==> src/rtl/seg_pkg.sv <==
// rtl/seg_pkg.sv - glyph constants and width helper for the seven-segment scanner
//
// Purpose: shared definitions for scan_n and seg_decoder.
//   SEG_0..SEG_F : segment patterns {a,b,c,d,e,f,g,dp}, 1 = lit, dp bit always 0
//   SEG_BLANK    : all segments off
//   clog2()      : ceiling log2 used to size counters (returns at least 1)
package seg_pkg;

  localparam logic [7:0] SEG_0     = 8'hFC;
  localparam logic [7:0] SEG_1     = 8'h60;
  localparam logic [7:0] SEG_2     = 8'hDA;
  localparam logic [7:0] SEG_3     = 8'hF2;
  localparam logic [7:0] SEG_4     = 8'h66;
  localparam logic [7:0] SEG_5     = 8'hB6;
  localparam logic [7:0] SEG_6     = 8'hBE;
  localparam logic [7:0] SEG_7     = 8'hE0;
  localparam logic [7:0] SEG_8     = 8'hFE;
  localparam logic [7:0] SEG_9     = 8'hE6;
  localparam logic [7:0] SEG_A     = 8'hEE;
  localparam logic [7:0] SEG_B     = 8'h3E;
  localparam logic [7:0] SEG_C     = 8'h9C;
  localparam logic [7:0] SEG_D     = 8'h7A;
  localparam logic [7:0] SEG_E     = 8'h9E;
  localparam logic [7:0] SEG_F     = 8'h8E;
  localparam logic [7:0] SEG_BLANK = 8'h00;

  // Width needed to count 0..n-1; never less than one bit.
  function automatic int clog2(input int n);
    int r;
    r = 1;
    while ((1 << r) < n) r++;
    return r;
  endfunction

endpackage

==> src/rtl/seg_decoder.sv <==
// rtl/seg_decoder.sv - combinational hex nibble to seven-segment glyph lookup
//
// Purpose: maps one hex digit to its segment pattern.
// Ports:
//   i_nibble [3:0] : hex value to display
//   o_glyph  [7:0] : segments {a,b,c,d,e,f,g,dp}; dp (bit 0) is always 0
module seg_decoder
  import seg_pkg::*;
(
  input  logic [3:0] i_nibble,
  output logic [7:0] o_glyph
);

  always_comb begin
    o_glyph = SEG_BLANK;
    case (i_nibble)
      4'h0: o_glyph = SEG_0;
      4'h1: o_glyph = SEG_1;
      4'h2: o_glyph = SEG_2;
      4'h3: o_glyph = SEG_3;
      4'h4: o_glyph = SEG_4;
      4'h5: o_glyph = SEG_5;
      4'h6: o_glyph = SEG_6;
      4'h7: o_glyph = SEG_7;
      4'h8: o_glyph = SEG_8;
      4'h9: o_glyph = SEG_9;
      4'hA: o_glyph = SEG_A;
      4'hB: o_glyph = SEG_B;
      4'hC: o_glyph = SEG_C;
      4'hD: o_glyph = SEG_D;
      4'hE: o_glyph = SEG_E;
      4'hF: o_glyph = SEG_F;
      default: o_glyph = SEG_BLANK;
    endcase
  end

endmodule

==> src/rtl/scan_n.sv <==
// rtl/scan_n.sv - parametrised multi-digit seven-segment scanner with PWM and frame latch
//
// Purpose: time-multiplexes DIGITS hex digits onto one segment bus, DIV clocks per
// digit slot, with per-digit decimal point, leading-zero blanking, PWM brightness
// and shadow registers that only change at frame boundaries.
// Ports:
//   clk, rst         : clock, asynchronous active-high reset
//   en               : scanner enable; low clears counters and blanks outputs
//   digits[4*DIGITS] : hex values, digit 0 in bits [3:0] (rightmost)
//   dp[DIGITS]       : decimal point per digit
//   blank_lz         : leading-zero blanking enable
//   brightness       : PWM duty, digit lit while pwm <= brightness
//   ena[DIGITS]      : one-hot registered digit enable, 1 = lit
//   light[8]         : registered segments {a,b,c,d,e,f,g,dp}, 1 = lit
//   frame_done       : one-cycle pulse when digit 0 of a new frame is first shown
module scan_n
  import seg_pkg::*;
#(
  parameter int DIGITS   = 8,
  parameter int DIV      = 100000,
  parameter int PWM_BITS = 4
) (
  input  logic                  clk,
  input  logic                  rst,
  input  logic                  en,
  input  logic [4*DIGITS-1:0]   digits,
  input  logic [DIGITS-1:0]     dp,
  input  logic                  blank_lz,
  input  logic [PWM_BITS-1:0]   brightness,
  output logic [DIGITS-1:0]     ena,
  output logic [7:0]            light,
  output logic                  frame_done
);

  localparam int CNT_W  = clog2(DIV);
  localparam int SLOT_W = clog2(DIGITS);
  localparam logic [CNT_W-1:0]  CNT_MAX  = CNT_W'(DIV - 1);
  localparam logic [SLOT_W-1:0] SLOT_MAX = SLOT_W'(DIGITS - 1);

  logic [CNT_W-1:0]    r_cnt;
  logic [SLOT_W-1:0]   r_slot;
  logic [PWM_BITS-1:0] r_pwm;
  logic                r_reload;
  logic                r_wrap;
  logic [4*DIGITS-1:0] r_sh_digits;
  logic [DIGITS-1:0]   r_sh_dp;
  logic                r_sh_blz;

  logic                w_tick;
  logic                w_last;
  logic                w_load;
  logic [4*DIGITS-1:0] w_view_digits;
  logic [DIGITS-1:0]   w_view_dp;
  logic                w_view_blz;
  logic [3:0]          w_nibble;
  logic                w_dp_bit;
  logic                w_higher_nz;
  logic                w_blank;
  logic                w_lit;
  logic [DIGITS-1:0]   w_onehot;
  logic [7:0]          w_glyph;
  logic [7:0]          w_seg;

  assign w_tick = (r_cnt == CNT_MAX);
  assign w_last = w_tick && (r_slot == SLOT_MAX);
  assign w_load = en && (r_reload || w_last);

  // On a pending reload (first enabled cycle after reset or en rising) the shadow
  // is being written on this very edge, so display straight from the inputs;
  // otherwise slot 0 would show stale content for one cycle. A wrap-time load is
  // for the next frame and must not leak into the last slot, hence r_reload only.
  assign w_view_digits = r_reload ? digits   : r_sh_digits;
  assign w_view_dp     = r_reload ? dp       : r_sh_dp;
  assign w_view_blz    = r_reload ? blank_lz : r_sh_blz;

  always_comb begin
    w_nibble    = 4'h0;
    w_dp_bit    = 1'b0;
    w_higher_nz = 1'b0;
    w_onehot    = '0;
    for (int i = 0; i < DIGITS; i++) begin
      if (r_slot == SLOT_W'(i)) begin
        w_nibble    = w_view_digits[4*i +: 4];
        w_dp_bit    = w_view_dp[i];
        w_onehot[i] = 1'b1;
      end
      // Any nonzero digit at or above the current slot keeps it visible.
      if ((SLOT_W'(i) >= r_slot) && (w_view_digits[4*i +: 4] != 4'h0)) begin
        w_higher_nz = 1'b1;
      end
    end
  end

  assign w_blank = w_view_blz && (r_slot != '0) && !w_higher_nz;
  assign w_lit   = (r_pwm <= brightness);

  seg_decoder u_dec (
    .i_nibble (w_nibble),
    .o_glyph  (w_glyph)
  );

  // Decoder leaves bit 0 clear, so the dp bit can simply be ORed in.
  assign w_seg = (w_blank ? SEG_BLANK : w_glyph) | {7'b0, w_dp_bit};

  always_ff @(posedge clk or posedge rst) begin
    if (rst) begin
      r_cnt       <= '0;
      r_slot      <= '0;
      r_pwm       <= '0;
      r_reload    <= 1'b1;
      r_wrap      <= 1'b0;
      r_sh_digits <= '0;
      r_sh_dp     <= '0;
      r_sh_blz    <= 1'b0;
      ena         <= '0;
      light       <= SEG_BLANK;
      frame_done  <= 1'b0;
    end else if (!en) begin
      r_cnt      <= '0;
      r_slot     <= '0;
      r_pwm      <= '0;
      r_reload   <= 1'b1;
      r_wrap     <= 1'b0;
      ena        <= '0;
      light      <= SEG_BLANK;
      frame_done <= 1'b0;
    end else begin
      r_cnt    <= w_tick ? '0 : r_cnt + 1'b1;
      if (w_tick) begin
        r_slot <= (r_slot == SLOT_MAX) ? '0 : r_slot + 1'b1;
      end
      r_pwm    <= r_pwm + 1'b1;
      r_reload <= 1'b0;
      if (w_load) begin
        r_sh_digits <= digits;
        r_sh_dp     <= dp;
        r_sh_blz    <= blank_lz;
      end
      // The wrap edge registers r_wrap; one edge later digit 0 of the new frame
      // reaches the outputs, and frame_done rises alongside it.
      r_wrap     <= w_last;
      frame_done <= r_wrap;
      if (w_lit) begin
        ena   <= w_onehot;
        light <= w_seg;
      end else begin
        ena   <= '0;
        light <= SEG_BLANK;
      end
    end
  end

endmodule

==> config.mk <==
export PLATFORM = sky130hd
export DESIGN_NAME = scan_n
export DESIGN_NICKNAME = d
export VERILOG_FILES = /design/src/rtl/seg_pkg.sv /design/src/rtl/seg_decoder.sv /design/src/rtl/scan_n.sv
export SDC_FILE = /design/constraint.sdc
export NUM_CORES = 1
export LEC_CHECK = 0
export ABC_AREA = 1
export BUFFER_PORTS_ARGS = -buffer_cell sky130_fd_sc_hd__buf_2
export CORE_ASPECT_RATIO = 0.75
export CORE_MARGIN = 4
export CORE_UTILIZATION = 35
export DETAILED_ROUTE_END_ITERATION = 10
export RECOVER_POWER = 25
export SYNTH_ARGS = -nofsm -noshare
export SYNTH_HDL_FRONTEND = slang
export SYNTH_SLANG_ARGS = --single-unit
==> constraint.sdc <==
create_clock -name clk -period 3.27 [get_ports clk]
set_input_delay 0.654 -clock clk [delete_from_list [all_inputs] [get_ports clk]]
set_output_delay 0.654 -clock clk [all_outputs]
set_load 0.005 [all_outputs]
* Word level (Yosys, flattened, before mapping)
Memories as Yosys holds them, arrays and structs flattened. Index checks and enable logic that the tools add are counted.
Word-level totals: bits in registers 84, bits in read-only memories 112, input bits 48, output and inout port bits 17, logic and storage cells 108, memories 1
Operators by class: $add $sub $neg 3, $lt $le $gt $ge 9, equality and inequality tests 9, muxes and demuxes 49, bitwise operators 1, reductions and logical operators 25
Memory list:
- (no name shown) | depth 16, width 7, read ports 1, clocked after Yosys merged registers in 0, write ports 0, line seg_decoder.sv:16 | case (i_nibble)
Operator list (count):
- 8-bit 2-to-1 mux | 6
- 4-bit 2-to-1 mux | 9
- 17-bit 2-to-1 mux | 2
- 32-bit 2-to-1 mux | 1
- 4-bit nonzero test | 8
- 1-bit 2-to-1 mux | 28
- 17-bit by 1-bit adder with 17-bit output (second input constant) | 1
- 17-bit == test (second input constant) | 1
- 3-bit == test (second input constant) | 4
- 3-bit >= comparator (first input constant) | 4
- 1-bit logical AND | 12
- 3-bit 2-to-1 mux | 3
- 8-bit by 1-bit OR with 8-bit output | 1
- 3-bit by 2-bit == test with 1-bit output (second input constant) | 2
- 1-bit by 3-bit >= comparator with 1-bit output (first input constant) | 2
- 2-bit by 3-bit >= comparator with 1-bit output (first input constant) | 2
- 4-bit by 1-bit adder with 4-bit output (second input constant) | 1
- 4-bit less-or-equal comparator | 1
- 3-bit by 1-bit adder with 3-bit output (second input constant) | 1
- 3-bit by 1-bit == test with 1-bit output (second input constant) | 1
- 3-bit logical NOT | 1
- 3-bit nonzero test | 1
- 2-bit by 1-bit != test with 1-bit output (second input constant) | 1
- 2-bit AND reduction | 1
- 2 further kinds | 2

* Logic depth before layout (Yosys ltp)
depth after elaboration 17, mapped depth 18, mapped depth without buffers 18

* Modules after synthesis
A second synthesis with hierarchy kept.
Second synthesis, totals: cells, all modules 657, area, all modules 4773.3 um2
By module, submodules not included:
- scan_n | times used 1, cells an instance 602, area each 4489.3 um2, seq. area each 2103.3 um2
- seg_decoder | times used 1, cells an instance 55, area each 284.0 um2, seq. area each 0.0 um2

* Worst setup path before layout
Ideal clock, no wire load.
path kind register to register, start reg r_slot[0], end reg light[4], setup time 0.119 ns, data arrival time 2.068 ns, data required time 3.151 ns, slack 1.083 ns, cell stages (with the launch flop) 17, buffers on the path 0, period minus slack after synthesis 2.187 ns, cells stage by stage dfrtp_1 > inv_2 > ha_1 > inv_1 > nor2_4 > inv_1 > nand3_1 > nand2_1 > nand2_1 > nand2_1 > nand2_1 > a21boi_1 > ha_1 > inv_1 > nand2_1 > a21oi_1 > nor2_1
Between the ends: word-level cells in the longest chain between the ends 16, elaborated cells on any way between the ends 49, classes of those cells order compare: 8; eq/ne: 7; mux: 19; bitwise: 1; reduce/logical: 13; memory: 1
Ends and longest elaborated chain:
- from (decl) | line scan_n.sv:41 | logic [SLOT_W-1:0] r_slot;
- from (signal assigned) | line scan_n.sv:130 | r_slot <= (r_slot == SLOT_MAX) ? '0 : r_slot + 1'b1;
- branches (longest 12 deep; another with memory 16 x 7 bit)
- 8-bit 2-to-1 mux * | line scan_n.sv:103 | assign w_seg = (w_blank ? SEG_BLANK : w_glyph) | {7'b0, w_dp_bit};
- 8-bit by 1-bit OR with 8-bit output * | line scan_n.sv:103
- 8-bit 2-to-1 mux * | line scan_n.sv:143 | if (w_lit) begin
- 8-bit 2-to-1 mux * | line scan_n.sv:118 | end else if (!en) begin
- to (signal assigned) | line scan_n.sv:145 | light <= w_seg;
- to (decl) | line scan_n.sv:31 | output logic [7:0] light,
Every way passes the cells marked *. A chain may end at the register's enable or synchronous reset.

* Worst setup path after layout
start reg r_reload, end reg light[4]
Between the ends: word-level cells in the longest chain between the ends 17, elaborated cells on any way between the ends 42, classes of those cells mux: 21; bitwise: 1; reduce/logical: 19; memory: 1
Ends and longest elaborated chain:
- from (decl) | line scan_n.sv:43 | logic r_reload;
- from (signal assigned) | line scan_n.sv:110 | r_reload <= 1'b1;
- from (signal assigned) | line scan_n.sv:122 | r_reload <= 1'b1;
- from (signal assigned) | line scan_n.sv:133 | r_reload <= 1'b0;
- branches (longest 13 deep; another with memory 16 x 7 bit)
- 8-bit 2-to-1 mux * | line scan_n.sv:103
- 8-bit by 1-bit OR with 8-bit output * | line scan_n.sv:103
- 8-bit 2-to-1 mux * | line scan_n.sv:143
- 8-bit 2-to-1 mux * | line scan_n.sv:118
Marked as above.

==> impl_metrics.prom <==
# TYPE chip_impl_metric gauge
chip_impl_info{name="status",value="finished, violations left"} 1
chip_impl_info{name="failed_checks",value="capacitance limit, slew limit"} 1
chip_impl_info{name="yosys-top-cells-area",value="sky130_fd_sc_hd__dfrtp_1, sky130_fd_sc_hd__nand2_1, sky130_fd_sc_hd__o21ai_0, sky130_fd_sc_hd__inv_1, sky130_fd_sc_hd__nor2_1"} 1
chip_impl_metric{name="flops_latches_synth",unit=""} 84
chip_impl_metric{name="p_total",unit="mW"} 2.93
chip_impl_metric{name="finalMaxSlewViolations",unit=""} 40
chip_impl_metric{name="netlist.area_leader.share",unit=""} 0.440
chip_impl_metric{name="buffers_inserted_by_post_cts_timing_repair",unit=""} 0
chip_impl_metric{name="number_of_buffers_added_by_the_clock_tree_synthesis_step",unit=""} 9
chip_impl_metric{name="floorplan.initialDensity",unit=""} 0.360
chip_impl_info{name="timing.critical_path.to",value="light[4]"} 1
chip_impl_metric{name="cts.path.max_buffers",unit=""} 2
chip_impl_metric{name="fp.dieArea",unit="mm^2"} 0.0154
chip_impl_metric{name="routed_via_density",unit=""} 4.82
chip_impl_metric{name="final.period_utilization",unit=""} 0.822
chip_impl_metric{name="average_routed_wire_per_standard_cell",unit="um"} 13.5
chip_impl_metric{name="max_clock_freq",unit="MHz"} 372
chip_impl_info{name="regToRegStartpoint",value="r_reload"} 1
chip_impl_metric{name="globalRouteMet2Util",unit=""} 0.248
chip_impl_metric{name="ys_async_sr_fraction",unit=""} 1.00
chip_impl_metric{name="vdd_drop_max",unit="mV"} 0.238
chip_impl_info{name="type_of_the_worst_setup_path",value="flip-flop to flip-flop"} 1
chip_impl_metric{name="synth_fp_nets",unit=""} 694
chip_impl_metric{name="num_rows",unit=""} 36
chip_impl_metric{name="final_util",unit=""} 0.418
chip_impl_metric{name="place.detailed.hpwl",unit="um"} 8780
chip_impl_metric{name="ioPinCount",unit=""} 65
chip_impl_metric{name="timing.critical_path.arrival",unit="ps"} 2920
chip_impl_metric{name="yosys.cell_types.count",unit=""} 39
chip_impl_metric{name="r2r_slack",unit="ps"} 580
chip_impl_metric{name="global_route.overflow_total",unit=""} 0
chip_impl_info{name="r2r_end",value="light[4]"} 1
chip_impl_metric{name="layout-area-overhead-vs-synth",unit="%"} 16.1
chip_impl_metric{name="die_y",unit="um"} 109
chip_impl_info{name="synthTopCellsByCount",value="sky130_fd_sc_hd__nand2_1, sky130_fd_sc_hd__dfrtp_1, sky130_fd_sc_hd__inv_1"} 1
chip_impl_metric{name="relSlewSlack",unit=""} -0.137
chip_impl_metric{name="pin_count_of_the_biggest_net_entering_global_routing",unit=""} 47
chip_impl_metric{name="hold_buffers",unit=""} 0
chip_impl_metric{name="worst_clock_skew",unit="ps"} 4.91
chip_impl_metric{name="antenna_cells",unit=""} 0
chip_impl_metric{name="place_area",unit="mm^2"} 0.00519
chip_impl_metric{name="die_x",unit="um"} 142
chip_impl_info{name="setup.worst_path.start",value="r_reload"} 1
chip_impl_metric{name="clock_latency",unit="ps"} 340
chip_impl_metric{name="finalSetupViolCount",unit=""} 0
chip_impl_metric{name="placeableCoreArea",unit="mm^2"} 0.0131
chip_impl_metric{name="synth-edff-count",unit=""} 0
chip_impl_metric{name="post_cts.resized_instances",unit=""} 0
chip_impl_metric{name="hold_viol_final",unit=""} 0
chip_impl_info{name="tritoncts",value="done"} 1
chip_impl_metric{name="vias",unit=""} 4179
chip_impl_info{name="grt-busiest-layer",value="met2"} 1
chip_impl_metric{name="cellPowerDensity",unit="mW/mm^2"} 534
chip_impl_metric{name="drt_pre_antenna_iters",unit=""} 5
chip_impl_info{name="type_of_destination_of_the_critical_path",value="flip-flop"} 1
chip_impl_metric{name="first_pass_grt_wire_length",unit="um"} 19700
chip_impl_info{name="holdCritPathClass",value="flip-flop to flip-flop"} 1
chip_impl_info{name="path_common_cell",value="sky130_fd_sc_hd__nand2_1"} 1
chip_impl_info{name="cts_root_buf",value="sky130_fd_sc_hd__clkbuf_16"} 1
chip_impl_metric{name="dpl.cell_count",unit=""} 851
chip_impl_metric{name="mappedNetlistArea",unit="mm^2"} 0.00472
chip_impl_metric{name="critical-path-max-stage-delay",unit="ps"} 680
chip_impl_metric{name="grt_util_met1",unit=""} 0.228
chip_impl_metric{name="htree_num_levels",unit=""} 3
chip_impl_metric{name="yosysSeqAreaShare",unit=""} 0.446
chip_impl_metric{name="worstPathMaxFanout",unit=""} 34
chip_impl_metric{name="stdcell_count",unit=""} 867
chip_impl_metric{name="maxCapViolCount",unit=""} 1
chip_impl_metric{name="wirelength",unit="um"} 11700
chip_impl_metric{name="max_slew.worst_pin.slew",unit="ps"} 1700
chip_impl_metric{name="final_layout_size_suffix_gt1_frac",unit=""} 0.159
chip_impl_metric{name="detail-route-antenna-nets",unit=""} 0
chip_impl_metric{name="rr_worst_depth",unit=""} 15
chip_impl_metric{name="final_nets",unit=""} 754
chip_impl_metric{name="synth_warnings",unit=""} 0
chip_impl_info{name="worstPathCellList",value="inv_2 > o21ai_0 > nor2_1 > nor2_1 > nand3_1 > nand2_1 > nand2_1 > nand2_2 > inv_1 > ha_1 > inv_1 > nand2_1 > nand2_1 > o21ai_1 > nor2_1"} 1
chip_impl_info{name="synth_largest_area_cell",value="sky130_fd_sc_hd__dfrtp_1"} 1
chip_impl_info{name="yosys.cell_count.top_type",value="sky130_fd_sc_hd__nand2_1"} 1
chip_impl_metric{name="finalInstanceArea",unit="mm^2"} 0.00548
chip_impl_metric{name="setup_total_negative_slack",unit="ps"} 0
chip_impl_metric{name="first_global_vias",unit=""} 4031
chip_impl_metric{name="buffer_ports.inserted",unit=""} 64
chip_impl_metric{name="synthesis.area_per_instance",unit="um^2"} 7.48
chip_impl_metric{name="drt_first_iter_violations",unit=""} 267
chip_impl_info{name="worstSetupStartpointType",value="flip-flop"} 1
chip_impl_metric{name="power_leakage",unit="nW"} 2.77
chip_impl_metric{name="cts_num_sinks",unit=""} 84
chip_impl_metric{name="post-route-min-period",unit="ps"} 2690
chip_impl_info{name="synth_flop_cell",value="sky130_fd_sc_hd__dfrtp_1"} 1
chip_impl_metric{name="gpl.final_weighted_congestion",unit=""} 0.930
chip_impl_metric{name="clkTransAtPathRegs",unit="ps"} 60
chip_impl_metric{name="drc_errors",unit=""} 0
chip_impl_info{name="max_stage_delay_cell_worst_path",value="sky130_fd_sc_hd__dfstp_2"} 1
chip_impl_metric{name="groute.usage.overall",unit=""} 0.161
chip_impl_metric{name="synthesis.instances",unit=""} 631
chip_impl_metric{name="groute.layer.met3.usage",unit=""} 0.0398
chip_impl_metric{name="antenna_violations_before_repair",unit=""} 0
chip_impl_info{name="rsz0062_at_grt",value="false"} 1
chip_impl_metric{name="cp.required",unit="ps"} 3500
-- final cells by class --
class	count	area (um^2)
fill	1365	7630
multi-input combinational	435	2160
sequential	84	2100
timing repair buffer	69	354
inverter	92	348
clock buffer	13	260
tap	171	214
clock inverter	3	45.0
-- kinds of logic (layout without fill, tap and decap cells) --
kind of cell | Yosys count | after routing | share of synthesized area
flip-flops | 84 | 84 | 0.446
AND/OR/NAND/NOR | 284 | 284 | 0.258
adder cells (fa/ha/maj) | 15 | 15 | 0.0398
buffers and inverters | 112 | 177 | 0.100
XOR/XNOR | 3 | 3 | 0.00557
AO/OA/AOI/OAI | 133 | 133 | 0.151
-- per-stage QoR --
step	hold slack [ps]	worst slack [ps]
floorplan	413	453
global placement	430	603
detailed placement	431	556
CTS	410	635
global route	472	256
finish	446	582
-- flip-flops by register name, indices dropped and copies added (netlist names), 3 cells and up --
register,cells
r_cnt,17
light,8
ena,8
r_sh_dp,8
r_pwm,4
r_slot,3
r_sh_digits,32
-- critical path, delay by kind of cell, from the launching register on --
| kind | cells | cell delay, ps |
|---|---|---|
| flops | 1 | 680 |
| simple gates | 9 | 770 |
| buf+inv | 3 | 410 |
| compound gates | 2 | 430 |
| fa+ha+maj | 1 | 290 |
-- metal layers --
metal,vias up,part of all wire
li1,2120,-
met1,1930,0.48
met2,111,0.44
met3,18,0.066
met4,0,0.011
met5,-,0
-- how the worst min path moves through the flow --
stage	startpoint	endpoint	slack [ps]	cells past startpoint
3_5_place_dp	r_wrap	frame_done	430	2
5_1_grt	r_wrap	frame_done	470	2
3_3_place_gp	r_wrap	frame_done	430	2
2_1_floorplan	r_wrap	frame_done	410	2
6_report	r_wrap	frame_done	450	2
4_1_cts	rst	r_sh_digits[2]	410	2
-- cells in the final DEF, fill, tap and decap left out, types with 3 or more instances in the layout --
cell                        netlist  final
sky130_fd_sc_hd__clkbuf_16        0      9
sky130_fd_sc_hd__buf_4            7      4
sky130_fd_sc_hd__inv_2            7      6
sky130_fd_sc_hd__clkbuf_1         3      3
sky130_fd_sc_hd__ha_1            15     15
sky130_fd_sc_hd__nor3_2           3      3
sky130_fd_sc_hd__o21ai_1         16     16
sky130_fd_sc_hd__o21ai_0         75     75
sky130_fd_sc_hd__nand3_1         27     27
sky130_fd_sc_hd__nand2_2          6      6
sky130_fd_sc_hd__o21a_1           4      4
sky130_fd_sc_hd__nor3_1           5      5
sky130_fd_sc_hd__dfrtp_1         83     83
sky130_fd_sc_hd__nor2_1          67     67
sky130_fd_sc_hd__inv_1           83     83
sky130_fd_sc_hd__buf_2            8     63
sky130_fd_sc_hd__nand4_1          6      6
sky130_fd_sc_hd__a21oi_1         28     28
sky130_fd_sc_hd__nand2_1        160    160
-- where the power goes --
part | internal [mW] | switching [mW] | total, mW | leakage (nW)
clock | 0.634 | 0.409 | 1.04 | 0.142
combinational | 0.234 | 0.452 | 0.686 | 1.55
sequential | 1.15 | 0.0457 | 1.20 | 1.08
total | 2.02 | 0.907 | 2.93 | 2.77
Note: power is estimated with default switching activity, not from simulation.
